[src/rtl/ping_pong_drain.sv]
// rtl/ping_pong_drain.sv - read-side drain of the ping-pong buffer: strobe issue, skid FIFO, block tagging
//
// ping_pong_drain_fifo : power-of-2 skid FIFO with occupancy count; head reads as 0 when empty.
// ping_pong_drain ports:
//   clk, rst_n                         clock, async active-low reset
//   enable                             gate for issuing new read strobes
//   buf_read_en/_data/_empty/_buffer   ping-pong buffer read port (data one cycle after strobe)
//   out_valid/out_ready/out_data       output stream
//   out_last, out_buf_id               head word is last of its block / source buffer of head word
//   block_count                        blocks whose last word was accepted (wraps)
//   seq_error                          sticky: source buffer changed mid-block

module ping_pong_drain_fifo #(
  parameter int WIDTH = 10,
  parameter int DEPTH = 4,
  localparam int AW = $clog2(DEPTH),
  localparam int CW = AW + 1
) (
  input  logic             clk,
  input  logic             rst_n,
  input  logic             push_i,
  input  logic [WIDTH-1:0] push_data_i,
  input  logic             pop_i,
  output logic [WIDTH-1:0] head_o,
  output logic [CW-1:0]    count_o
);

  logic [WIDTH-1:0] mem_q [DEPTH];
  logic [AW-1:0]    wr_ptr_q, wr_ptr_d;
  logic [AW-1:0]    rd_ptr_q, rd_ptr_d;
  logic [CW-1:0]    count_q, count_d;
  logic             push_ok, pop_ok;

  assign pop_ok  = pop_i && (count_q != '0);
  // A push into a full FIFO is only legal when a pop frees the slot in the same cycle.
  assign push_ok = push_i && ((count_q != CW'(DEPTH)) || pop_ok);

  always_comb begin
    wr_ptr_d = wr_ptr_q;
    rd_ptr_d = rd_ptr_q;
    count_d  = count_q;
    if (push_ok) wr_ptr_d = wr_ptr_q + AW'(1);
    if (pop_ok)  rd_ptr_d = rd_ptr_q + AW'(1);
    case ({push_ok, pop_ok})
      2'b10:   count_d = count_q + CW'(1);
      2'b01:   count_d = count_q - CW'(1);
      default: count_d = count_q;
    endcase
  end

  always_ff @(posedge clk or negedge rst_n) begin
    if (!rst_n) begin
      wr_ptr_q <= '0;
      rd_ptr_q <= '0;
      count_q  <= '0;
    end else begin
      wr_ptr_q <= wr_ptr_d;
      rd_ptr_q <= rd_ptr_d;
      count_q  <= count_d;
    end
  end

  // Storage is not reset; the head is masked to zero while empty instead.
  always_ff @(posedge clk) begin
    if (push_ok) mem_q[wr_ptr_q] <= push_data_i;
  end

  assign head_o  = (count_q == '0) ? '0 : mem_q[rd_ptr_q];
  assign count_o = count_q;

endmodule

module ping_pong_drain #(
  parameter int DATA_WIDTH = 8,
  parameter int BLOCK_SIZE = 16,
  parameter int SKID_DEPTH = 4
) (
  input  logic                  clk,
  input  logic                  rst_n,
  input  logic                  enable,
  output logic                  buf_read_en,
  input  logic [DATA_WIDTH-1:0] buf_read_data,
  input  logic                  buf_read_empty,
  input  logic                  buf_read_buffer,
  output logic                  out_valid,
  input  logic                  out_ready,
  output logic [DATA_WIDTH-1:0] out_data,
  output logic                  out_last,
  output logic                  out_buf_id,
  output logic [15:0]           block_count,
  output logic                  seq_error
);

  localparam int POS_W = (BLOCK_SIZE > 1) ? $clog2(BLOCK_SIZE) : 1;
  localparam int CW    = $clog2(SKID_DEPTH) + 1;
  localparam int EW    = DATA_WIDTH + 2;

  logic             inflight_q, inflight_d;
  logic             inflight_id_q, inflight_id_d;
  logic [POS_W-1:0] pos_q, pos_d;
  logic             prev_id_q, prev_id_d;
  logic             seq_error_q, seq_error_d;
  logic [15:0]      block_count_q, block_count_d;

  logic [CW-1:0]    fifo_count;
  logic [CW:0]      reserved;
  logic             pos_last;
  logic             pop;
  logic [EW-1:0]    push_entry;
  logic [EW-1:0]    head;

  // Every in-flight read already owns a FIFO slot, so the FIFO can never overflow.
  assign reserved    = {1'b0, fifo_count} + {{CW{1'b0}}, inflight_q};
  // rst_n is folded in so the strobe is low for the whole reset, not just after the first edge.
  assign buf_read_en = rst_n && enable && !buf_read_empty && (reserved < (CW+1)'(SKID_DEPTH));

  assign pos_last   = (pos_q == POS_W'(BLOCK_SIZE - 1));
  assign push_entry = {pos_last, inflight_id_q, buf_read_data};

  assign pop        = out_valid && out_ready;

  ping_pong_drain_fifo #(
    .WIDTH (EW),
    .DEPTH (SKID_DEPTH)
  ) u_fifo (
    .clk         (clk),
    .rst_n       (rst_n),
    .push_i      (inflight_q),
    .push_data_i (push_entry),
    .pop_i       (pop),
    .head_o      (head),
    .count_o     (fifo_count)
  );

  assign out_valid   = (fifo_count != '0);
  assign out_last    = head[EW-1];
  assign out_buf_id  = head[EW-2];
  assign out_data    = head[DATA_WIDTH-1:0];
  assign block_count = block_count_q;
  assign seq_error   = seq_error_q;

  always_comb begin
    inflight_d    = buf_read_en;
    inflight_id_d = buf_read_en ? buf_read_buffer : inflight_id_q;
    pos_d         = pos_q;
    prev_id_d     = prev_id_q;
    seq_error_d   = seq_error_q;
    block_count_d = block_count_q;
    if (inflight_q) begin
      pos_d     = pos_last ? '0 : pos_q + POS_W'(1);
      prev_id_d = inflight_id_q;
      // pos != 0 guarantees a previous capture in this block, so prev_id_q is meaningful.
      if ((pos_q != '0) && (inflight_id_q != prev_id_q)) seq_error_d = 1'b1;
    end
    if (pop && out_last) block_count_d = block_count_q + 16'd1;
  end

  always_ff @(posedge clk or negedge rst_n) begin
    if (!rst_n) begin
      inflight_q    <= 1'b0;
      inflight_id_q <= 1'b0;
      pos_q         <= '0;
      prev_id_q     <= 1'b0;
      seq_error_q   <= 1'b0;
      block_count_q <= '0;
    end else begin
      inflight_q    <= inflight_d;
      inflight_id_q <= inflight_id_d;
      pos_q         <= pos_d;
      prev_id_q     <= prev_id_d;
      seq_error_q   <= seq_error_d;
      block_count_q <= block_count_d;
    end
  end

endmodule

[config.mk]
export PLATFORM = sky130hd
export DESIGN_NAME = ping_pong_drain
export DESIGN_NICKNAME = d
export VERILOG_FILES = /design/src/rtl/ping_pong_drain.sv
export SDC_FILE = /design/constraint.sdc
export NUM_CORES = 1
export LEC_CHECK = 0
export ABC_CLOCK_PERIOD_IN_PS = 1950
export CORE_MARGIN = 5
export CORE_UTILIZATION = 40
export CTS_CLUSTER_SIZE = 20
export DETAILED_ROUTE_END_ITERATION = 8
export PLACE_DENSITY_LB_ADDON = 0.05
export SLEW_MARGIN = 0
export SYNTH_ARGS = -nofsm -noshare
export SYNTH_HDL_FRONTEND = slang
export SYNTH_SLANG_ARGS = --single-unit
[constraint.sdc]
create_clock -name clk -period 1.95 [get_ports clk]
set_input_delay 0.39 -clock clk [delete_from_list [all_inputs] [get_ports clk]]
set_output_delay 0.39 -clock clk [all_outputs]
set_load 0.02 [all_outputs]
; Word-level counts from Yosys, hierarchy flattened
; Memories as Yosys holds them, arrays and structs flattened.
; Cells that the tools add are included.
[totals]
out_inout_bits = 29
regBits = 31
in_bits = 14
mem_bits_rw = 40
n_memories = 1
[memory_table]
columns = memory, depth, word_bits, rd, rd_ports_with_merged_regs, wr, line
row1 = u_fifo.mem_q, 4, 10, 1, 0, 1, 28  ; logic [WIDTH-1:0] mem_q [DEPTH];
[classes]
eq_ne = 5
n_lt_le_gt_ge = 1
n_addsub = 7
n_mux = 5
n_reduce_logical = 15
[op_table]
columns = cell, count
row1 = "16-bit by 1-bit adder with 16-bit output, second input constant", 1
row2 = 10-bit 2-to-1 mux, 1
row3 = 1-bit logical AND, 8
row4 = 3-bit case mux with 2 select lines, 1
row5 = "2-bit by 1-bit adder with 2-bit output, second input constant", 2
row6 = 3-bit by 1-bit adder with 4-bit output, 1
row7 = "4-bit by 1-bit adder with 4-bit output, second input constant", 1
row8 = "4-bit equality test, second input constant", 1
row9 = "4-bit by 3-bit < comparator with 1-bit output, second input constant", 1
row10 = 4-bit 2-to-1 mux, 1
row11 = 4-bit nonzero test, 1
row12 = "3-bit by 1-bit adder with 3-bit output, second input constant", 1
row13 = 3-bit logical NOT, 1
row14 = "3-bit inequality test, second input constant", 1
row15 = 3-bit nonzero test, 1
row16 = "3-bit by 1-bit subtractor with 3-bit output, second input constant", 1
row17 = "2-bit by 1-bit equality test with 1-bit output, second input constant", 1
row18 = "2-bit equality test, second input constant", 1
row19 = 1-bit 2-to-1 mux, 2
row20 = 2-bit AND reduction, 1
row21 = 2-bit nonzero test, 1
row22 = 1-bit logical NOT, 1
row23 = 1-bit logical OR, 1
row24 = 1-bit inequality test, 1

; Depth between registers and ports, before layout
; Gate-level depths: netlist (run 1).
[depth]
word_depth = 7
mapped_depth = 7
mapped_depth_nobuf = 6

; By module
; Synthesis (run 1) repeated with hierarchy kept, for this count alone.
[hier_totals]
hier_cells = 211
area_unflattened_um2 = 3149.3
[modules_own_cells]
columns = module, cells_each, area_each_um2, instances, seq_area_each_um2
row1 = ping_pong_drain_fifo, 115, 2026.9, 1, 1376.3
row2 = ping_pong_drain, 96, 1122.3, 1, 600.6

; Worst setup path before layout (run 1)
; OpenSTA, ideal clock, no wires.
[synth_timing]
kind = register to output
start = reg u_fifo.rd_ptr_q[0]
end = out out_buf_id
arrival_time_ns = 1.382
setup_slack_ns = 0.178
stages_incl_launch_ff = 4
n_path_buf = 1
cell_sequence = dfrtp_1 -> buf_2 -> mux4_2 -> nor2b_1
[synth_via]
elab_chain_cells = 2
[synth_lines]
columns = item, line
row1 = "start, declared", 30  ; logic [AW-1:0] rd_ptr_q, rd_ptr_d;
row2 = "start signal, assigned", 58  ; rd_ptr_q <= rd_ptr_d;
row3 = memory read 4 x 10 bit, n/a
row4 = 10-bit 2-to-1 mux, 68  ; assign head_o = (count_q == '0) ? '0 : mem_q[rd_ptr_q];
row5 = "end, declared", 89  ; output logic out_buf_id,
; Every way passes these cells.

; Final worst setup path (run 1)
; Ends and elaborated chain as after synthesis.

==> results.md, run 1 <==
* Crit path DAT at 1.66 ns
* CP bufs+invs at 2
* Crit-path slowest cell: mux4_2
* CP cell instances: buf_6 -> mux4_2 -> nor2b_1 -> buf_2
* Vias at 1,829
* Die Y at 96.8 µm
* 1st-iter DRT viols at 47
* RSZ-0062 raised after global routing: true
* Cells after Synth at 197
* I/O pin total at 43
* Peak Freq at around 0.49 GHz
* Peak supply drop at between 0.5 and 0.6 mV
* Ys Warns at 0
* Total track usage at 0.130
* CP Depth at 4
* Average size of a mapped cell at 15.3 µm²
* Ratio of cells with drive above 1 in the final layout at 0.264
* Buffers on Ports at 42
* Relative slew margins at 0.709
* CTS max path bufs at 2
* Setup ws final at -0.104 ns
* Area contributors post-synth: edfxtp_1, dfrtp_1, mux4_2, xnor2_1, ha_1
* #FFs+latches synth at 71
* Hold Crit Depth at 1
* WL per Instance at 15.5 µm
* RR Endpoint: block_count[1]$_DFFE_PN0P_
* Worst hold-check path type: reg2reg
* Most frequent cells in the layout: edfxtp_1, dfrtp_1, clkdlybuf4s50_1, buf_4, xnor2_1
* Global placer's final weighted congestion at 0.724
* CP Launch Type: flop
* Final hold vios at 0
* Most common cell after layout, fill and taps aside: edfxtp_1
* FF-to-FF Start: u_fifo.rd_ptr_q[0]$_DFFE_PN0N_
* H-tree levels at 3
* Syn Nets at about 220
* Post-synth EDFFs at 40
* N_diodes at 0
* HP Start: seq_error$_DFFE_PN0P_
* DIE WIDTH at 96.8 µm
* Crit-path leading delay family: multiplexers
* Hold EP: seq_error$_DFFE_PN0P_
* Placed Instance Area at roughly 0.0037 mm²
* Area of the core at about 0.0073 mm²
* Post-layout instance area at around 0.0040 mm²
* First-pass GRT wire length at about 9.7 mm
* Min cycle time layout at 2.05 ns
* DRT antenna net count at 0
* Synth async-reset ratio at 0.437
* Failing checks: negative setup slack
* Pleak at 1.60 nW
* Largest area contributor in the netlist: edfxtp_1
* Worst Hold Slack at 0.464 ns
* Largest net degree at the start of global routing at 32
* Critical path fanouts, max at 3
* Fillers at 658
* Root buf cell: clkbuf_8
* Register area share after synthesis at 0.656
* Final WL at 5.84 mm
* Setup TNS at -0.882 ns
* Fin crit share at 1.05
* DRT Pass-1 Iters at 4
* Nets at around 290
* CP Data Required Time at 1.56 ns
* CTS tree: yes
* Critical Path Max Stage Delay at 0.48 ns
* Post-CTS Hold Fix Bufs at 0
* Die Area at roughly 0.0094 mm²
* Max_cap viols at 0
* Pwr per Cell Area at 1340 mW/mm²
* Worst Skew at between 0.009 and 0.01 ns
* Ys flop type: edfxtp_1
* Core Rows at 31
* Initial antenna violation count at 0
* Final setup violation count at 10
* Worst R2R Setup Slack at 0.04 ns
* DP HPWL at 4.18 mm
* Vias in the first global route at 1,937
* R2R depth at 6
* Status: finished, violations left
* GRT overflow at 0
* Fin. max-slew vios at 0
* Worst-path clk slew at 0.08 ns
* Area Growth Syn to Fin at 31.9%
* Crit Path Class: reg2out
* Initial Util at 0.413
* Clk sinks at 71
* Distinct cells, synth at 34
* Synthesized cell area at approximately 0.0030 mm²
* Setup WS pre-CTS at -0.352 ns
* Crit. End Element: primary output
* Total CTS buffers at 9
* Clk Latency, worst-skew pair at ~0.34 ns
* Share of the synthesized area in the top cell type at 0.399
* Worst slew pin tran at roughly 0.43 ns
* DRC viols at 0
* Vias per std cell at 4.86
## cell usage after synthesis (2+ instances only)
master / instances
edfxtp_1: 40
dfrtp_1: 31
xnor2_1: 15
mux4_2: 10
nor2b_1: 10
inv_1: 8
nand4_1: 8
and3_1: 7
ha_1: 7
nand2_1: 7
xor2_1: 7
nor2_1: 6
and2_1: 5
o21ai_0: 5
nand3_1: 4
clkbuf_1: 3
a21oi_1: 2
buf_2: 2
mux2_2: 2
nand3b_1: 2
nor3_1: 2
o41ai_1: 2
## state kept, by name, summed over array words and instances, names as in the netlist
name and flops:
block_count 16, inflight_id_q 1, inflight_q 1, pos_q 4, prev_id_q 1, seq_error 1
u_fifo.count_o 3, u_fifo.mem_q 40, u_fifo.rd_ptr_q 2, u_fifo.wr_ptr_q 2
## power by group
group	total (mW)	switching (mW)	internal (mW)
combinational	2.00	0.965	1.04
clock	1.28	0.554	0.725
sequential	2.04	0.209	1.83
total	5.32	1.73	3.59
## worst max-delay path by stage
stage / slack [ns] / startpoint / to
global placement: -0.36 / rst_n / buf_read_en
detailed placement: -0.35 / rst_n / buf_read_en
CTS: -0.20 / u_fifo.rd_ptr_q[0]$_DFFE_PN0N_ / out_last
floorplan: 0.18 / u_fifo.rd_ptr_q[0]$_DFFE_PN0N_ / out_buf_id
global route: -0.18 / u_fifo.rd_ptr_q[0]$_DFFE_PN0N_ / out_data[1]
finish: -0.10 / u_fifo.rd_ptr_q[0]$_DFFE_PN0N_ / out_buf_id
## logic make-up (layout without fill, tap and decap cells)
logic type | Yosys count | after routing | synth area share
fa+ha+maj | 8 | 8 | 0.0357
mux | 14 | 14 | 0.0906
xor+xnor | 22 | 22 | 0.0640
simple gates | 54 | 54 | 0.101
buf+inv | 14 | 94 | 0.0208
flops | 71 | 71 | 0.656
compound gates | 14 | 14 | 0.0312
## per-stage QoR
stage	power, mW	std cells	util
floorplan	3.19	197	-
global placement	3.98	354	0.509
detailed placement	4.06	354	0.509
CTS	5.24	370	0.535
global route	5.64	376	0.545
finish	5.32	376	0.545
## repair_timing
item / in CTS / in global routing
gates resized for setup: 49 / 10
setup endpoints to repair: 12 / 12
setup buffers: 0 / 6
## routing by layer
| metal | track usage | routed length [µm] | share of wire |
|---|---|---|---|
| met2 | 0.205 | 2860 | 0.49 |
| met3 | 0.0309 | 241 | 0.041 |
| met1 | 0.168 | 2670 | 0.46 |
| met5 | 0 | 0 | 0 |
| met4 | 0.0616 | 59 | 0.010 |
## final cells by class
type / instances / area (µm²) / share of cell area
flip-flops and latches: 71 / 1980 / 0.498
well taps: 99 / 124 / 0.0312
repair buffers: 70 / 622 / 0.157
inverters: 8 / 30.0 / 0.00756
multi-input cells: 112 / 998 / 0.251
clock buffers: 9 / 124 / 0.0312
clock inverters: 7 / 95.1 / 0.0239
No activity file was read; power rests on OpenSTA's default activity.
==> run 2, diff against run 1 <==
Settings changed: ABC_CLOCK_PERIOD_IN_PS 1950 to default, HOLD_SLACK_MARGIN from default to 0.06.
Clock period 1.95 ns to 1.9 ns, I/O delays scaled along.
==> results.md, run 2 (same netlist as run 1, synthesis figures left out) <==
* WL per Instance at 16.3 µm (was 15.5 µm)
* H-tree levels at 3 (unchanged)
* Core Rows at 31 (unchanged)
* Most common cell after layout, fill and taps aside: edfxtp_1 (unchanged)
* Total CTS buffers at 9 (unchanged)
* Largest reg by FF count: u_fifo.mem_q (unchanged)
* Status: finished, violations left (unchanged)
* Min cycle time layout at 2.07 ns
* Post-layout instance area at 0.00400 mm² (was 0.00397 mm²)
* CP Launch Type: flop (unchanged)
* DRT Pass-1 Iters at 4 (unchanged)
* Initial antenna violation count at 0 (unchanged)
* Worst Skew at 0.0102 ns (was 0.00960 ns)
* Clk Latency, worst-skew pair at 0.33 ns (was 0.34 ns)
* Crit. End Element: primary output (unchanged)
* Peak supply drop at 0.576 mV (was 0.531 mV)
* Crit path DAT at 1.69 ns (was 1.66 ns)
* First-pass GRT wire length at 10.1 mm (was 9.68 mm)
* Placed Instance Area at 0.00372 mm² (was 0.00371 mm²)
* N_diodes at 0 (unchanged)
* I/O pin total at 43 (unchanged)
* Vias in the first global route at 1,974 (was 1,937)
* Die Y at 96.8 µm (unchanged)
* Area Growth Syn to Fin at 32.7% (was 31.9%)
* Met3 WL at 298 µm (was 241 µm)
* Final setup violation count at 10 (unchanged)
* Max_cap viols at 0 (unchanged)
* Worst-path clk slew at 0.07 ns (was 0.08 ns)
* CTS tree: yes (unchanged)
* DR top layer: met4 (unchanged)
* Worst slew pin tran at 0.450 ns (was 0.431 ns)
* Setup WS pre-CTS at -0.415 ns (was -0.352 ns)
* Critical path fanouts, max at 3 (unchanged)
* Peak Freq at 0.483 GHz
* Final WL at 6.09 mm (was 5.84 mm)
* Die Area at 0.00936 mm² (unchanged)
* Setup ws final at -0.170 ns (was -0.104 ns)
* Initial Util at 0.413 (unchanged)
* Nets at 292 (was 294)
* Fin crit share at 1.09
* DP HPWL at 4.34 mm (was 4.18 mm)
* Most frequent cells in the layout: edfxtp_1, dfrtp_1, clkdlybuf4s50_1, buf_4, xnor2_1 (unchanged)
* DIE WIDTH at 96.8 µm (unchanged)
* GRT overflow at 0 (unchanged)
* Pwr per Cell Area at 1350 mW/mm² (was 1340 mW/mm²)
* Total track usage at 0.136 (was 0.130)
* DRT antenna net count at 0 (unchanged)
* Relative slew margins at 0.696 (was 0.709)
* Vias per std cell at 4.97 (was 4.86)
* RSZ-0062 raised after global routing: true (unchanged)
* Fin. max-slew vios at 0 (unchanged)
* 1st-iter DRT viols at 64 (was 47)
* Root buf cell: clkbuf_8 (unchanged)
* Clk sinks at 71 (unchanged)
* Buffers on Ports at 42 (unchanged)
* Largest net degree at the start of global routing at 32 (unchanged)
* Setup TNS at -1.47 ns (was -0.882 ns)
* M1 WL at 2.60 mm (was 2.67 mm)
* Flip-flop count of the largest register after layout at 40 (unchanged)
* Worst Hold Slack at 0.478 ns (was 0.464 ns)
* Area of the core at 0.00729 mm² (unchanged)
* Met2 Routed Length at 3.11 mm (was 2.86 mm)
* DRC viols at 0 (unchanged)
* Pleak at 1.59 nW (was 1.60 nW)
* Global placer's final weighted congestion at 0.716 (was 0.724)
* Worst hold-check path type: reg2reg (unchanged)
* Final hold vios at 0 (unchanged)
* CTS max path bufs at 2 (unchanged)
* CP Data Required Time at 1.52 ns (was 1.56 ns)
* Crit Path Class: reg2out (unchanged)
* Ratio of cells with drive above 1 in the final layout at 0.277 (was 0.264)
* Vias at 1,855 (was 1,829)
* Failing checks: negative setup slack (unchanged)
## run 2: worst max-delay path: stages (launching register included)
cell,delay [ns]
dfrtp_1,0.43
buf_6,0.14
mux4_2,0.52
nor2b_4,0.16
buf_6,0.12
## run 2: path summary, 6_finish.rpt
check / slack [ns] / cells past startpoint / endpoint / startpoint
min in group asynchronous: 0.54 / 2 / block_count[7]$_DFFE_PN0P_ / rst_n
worst max-delay path: -0.17 / 4 / out_last / u_fifo.rd_ptr_q[0]$_DFFE_PN0N_
worst min register to register: 0.48 / 1 / seq_error$_DFFE_PN0P_ / seq_error$_DFFE_PN0P_
worst max register to register: 0.07 / 5 / block_count[1]$_DFFE_PN0P_ / u_fifo.rd_ptr_q[0]$_DFFE_PN0N_
max in group asynchronous: 1.06 / 2 / block_count[15]$_DFFE_PN0P_ / rst_n
worst min-delay path: 0.48 / 1 / seq_error$_DFFE_PN0P_ / seq_error$_DFFE_PN0P_
## run 2: area by class of cell
| class | count | area (µm²) |
|---|---|---|
| clock buffers | 9 | 124 |
| clock inverters | 6 | 38.8 |
| fillers | 632 | 3300 |
| inverters | 8 | 30.0 |
| multi-input cells | 113 | 1050 |
| flip-flops and latches | 71 | 1980 |
| well taps | 99 | 124 |
| repair buffers | 67 | 647 |
## run 2: per-layer routing
metal	up-vias	global-route usage
met4	0	0.0529
li1	868	-
met3	12	0.0381
met5	-	0
met1	918	0.169
met2	57	0.224
## run 2: where the power goes
part	internal (mW)	total, mW	switching (mW)
Combinational	1.21	2.29	1.08
Clock	0.458	1.00	0.541
Sequential	1.88	2.08	0.207
Total	3.55	5.37	1.83
## run 2: per-stage QoR
| stage | power (mW) | util | cells |
|---|---|---|---|
| after floorplan | 3.27 | - | 197 |
| after global placement | 4.10 | 0.510 | 355 |
| after detailed placement | 4.20 | 0.510 | 355 |
| after CTS | 5.28 | 0.538 | 372 |
| after global routing | 5.70 | 0.548 | 373 |
| final | 5.37 | 0.548 | 373 |
## run 2: timing repair
item / in CTS / in global routing
resized for setup: 61 / 18
setup buffers: 2 / 0
hold buffers: 0 / 0
setup endpoints to repair: 12 / 13
gates cloned: 0 / 1
==> run 3, diff against run 2 <==
Settings changed: SKIP_CTS_REPAIR_TIMING from default to 1.
Clock period 1.9 ns to 1.77 ns, I/O delays scaled along.
==> results.md, run 3 (same netlist as run 1, synthesis figures left out) <==
* WL per Instance at 15.9 µm (was 16.3 µm)
* Crit. End Element: primary output (unchanged)
* RR Endpoint: block_count[7]$_DFFE_PN0P_ (was block_count[1]$_DFFE_PN0P_)
* Worst-path clk slew at 0.07 ns (about the same)
* Die Y at 96.8 µm (unchanged)
* Clock power share at 0.232 (was 0.186)
* Failing checks: negative setup slack (unchanged)
* Fillers at 645 (was 632)
* Max_cap viols at 0 (unchanged)
* Clk Latency, worst-skew pair at 0.34 ns (was 0.33 ns)
* Worst R2R Setup Slack at -0.14 ns (was 0.07 ns)
* Comb pwr share at 0.402 (was 0.426)
* DRT Pass-1 Iters at 4 (unchanged)
* Final WL at 5.99 mm (was 6.09 mm)
* Crit path DAT at 1.66 ns (was 1.69 ns)
* R2R depth at 7 (was 5)
* Setup ws final at -0.243 ns (was -0.170 ns)
* CTS max path bufs at 2 (unchanged)
* Peak supply drop at 0.641 mV (was 0.576 mV)
* Buffers on Ports at 42 (unchanged)
* Cell internal pwr at 4.12 mW (was 3.55 mW)
* Placed Instance Area at 0.00372 mm² (unchanged)
* Power Total at 6.11 mW (was 5.37 mW)
* DRT antenna net count at 0 (unchanged)
* Critical path fanouts, max at 3 (unchanged)
* Total track usage at 0.130 (was 0.136)
* 1st-iter DRT viols at 71 (was 64)
* Crit Path Class: reg2out (unchanged)
* Crit path launch: u_fifo.rd_ptr_q[0]$_DFFE_PN0N_ (unchanged)
* Pwr per Cell Area at 1490 mW/mm² (was 1350 mW/mm²)
* GRT overflow at 0 (unchanged)
* Pleak at 1.80 nW (was 1.59 nW)
* CP Launch Type: flop (unchanged)
* Flip-flop count of the largest register after layout at 40 (unchanged)
* Area of the core at 0.00729 mm² (unchanged)
* Total CTS buffers at 9 (unchanged)
* FF-to-FF Start: u_fifo.rd_ptr_q[0]$_DFFE_PN0N_ (unchanged)
* Vias at 1,854 (was 1,855)
* Most common cell after layout, fill and taps aside: edfxtp_1 (unchanged)
* Worst slew pin tran at 0.536 ns (was 0.450 ns)
* Largest reg by FF count: u_fifo.mem_q (unchanged)
* Worst hold-check path type: in2async (was reg2reg)
* Sw Pwr at 1.99 mW (was 1.83 mW)
* Setup TNS at -2.88 ns (was -1.47 ns)
* CTS tree: yes (unchanged)
* Setup WS pre-CTS at -0.461 ns (was -0.415 ns)
* Clk sinks at 71 (unchanged)
* Min cycle time layout at 2.01 ns
* Ratio of cells with drive above 1 in the final layout at 0.300 (was 0.277)
* Fin crit share at 1.14
* Die Area at 0.00936 mm² (unchanged)
* Peak Freq at slightly below 0.5 GHz
* Initial Util at 0.413 (unchanged)
* Sw Share at 0.325 (was 0.340)
* RSZ-0062 raised after global routing: true (unchanged)
* Largest net degree at the start of global routing at 32 (unchanged)
* Initial antenna violation count at 0 (unchanged)
* Final hold vios at 0 (unchanged)
* N_diodes at 0 (unchanged)
* DIE WIDTH at 96.8 µm (unchanged)
* First-pass GRT wire length at 9.71 mm (was 10.1 mm)
* Fin. max-slew vios at 0 (unchanged)
* Global placer's final weighted congestion at 0.717 (was 0.716)
* H-tree levels at 3 (unchanged)
* Vias per std cell at 4.93 (was 4.97)
* I/O pin total at 43 (unchanged)
* Sequential Power Share at 0.366 (was 0.388)
* Area Growth Syn to Fin at 36.2% (was 32.7%)
* Root buf cell: clkbuf_8 (unchanged)
* Core Rows at 31 (unchanged)
* Relative slew margins at 0.638 (was 0.696)
* DP HPWL at 4.21 mm (was 4.34 mm)
* DRC viols at 0 (unchanged)
* Post-layout instance area at 0.00410 mm² (was 0.00400 mm²)
* Worst Skew at 0.00879 ns (was 0.0102 ns)
* Nets at 294 (was 292)
* CP Data Required Time at 1.42 ns (was 1.52 ns)
* Status: finished, violations left (unchanged)
* Vias in the first global route at 1,967 (was 1,974)
* Final setup violation count at 20 (was 10)
* Most frequent cells in the layout: edfxtp_1, dfrtp_1, buf_4, clkdlybuf4s50_1, xnor2_1 (was edfxtp_1, dfrtp_1, clkdlybuf4s50_1, buf_4, xnor2_1)
[run 3: worst max path at each step]
stage | end | slack, ns | cells past startpoint
after floorplan | out_buf_id | 0.03 | 3
after global placement | buf_read_en | -0.46 | 4
after detailed placement | buf_read_en | -0.46 | 4
after CTS | out_last | -0.69 | 4
after global routing | out_last | -0.30 | 4
final | out_last | -0.24 | 4
[run 3: area by class of cell]
cell class,count,area (µm²),area share
well taps,99,124,0.0302
repair buffers,69,682,0.166
inverters,8,30.0,0.00732
flip-flops and latches,71,1980,0.482
clock inverters,6,93.8,0.0229
clock buffers,10,128,0.0311
multi-input cells,113,1070,0.260
[run 3: routing by layer]
| metal | share of wire | vias to the layer above | global-route usage |
|---|---|---|---|
| met5 | 0 | - | 0 |
| met4 | 0.012 | 0 | 0.0497 |
| met3 | 0.038 | 7 | 0.0353 |
| met2 | 0.51 | 39 | 0.215 |
| met1 | 0.44 | 937 | 0.161 |
| li1 | - | 871 | - |
[run 3: power by group through the flow]
stage                     sequential [mW]  combinational [mW]  clock [mW]
after floorplan                      2.32                1.20           0
after global placement               2.24                2.17           0
after detailed placement             2.26                2.24           0
after CTS                            2.22                2.24        1.45
after global routing                 2.28                2.67        1.53
final                                2.24                2.46        1.42
[run 3: per-stage QoR]
stage	utilization	std cells	hold slack, ns
finish	0.563	376	0.136
detailed placement	0.510	355	0.454
floorplan	-	197	0.0584
global placement	0.510	355	0.452
global route	0.563	376	0.179
CTS	0.541	371	0.472
[run 3: critical path, stage by stage, from the launching register on]
cell     delay [ns]
dfrtp_2        0.40
buf_6          0.12
mux4_2         0.53
nor2b_4        0.15
buf_6          0.12
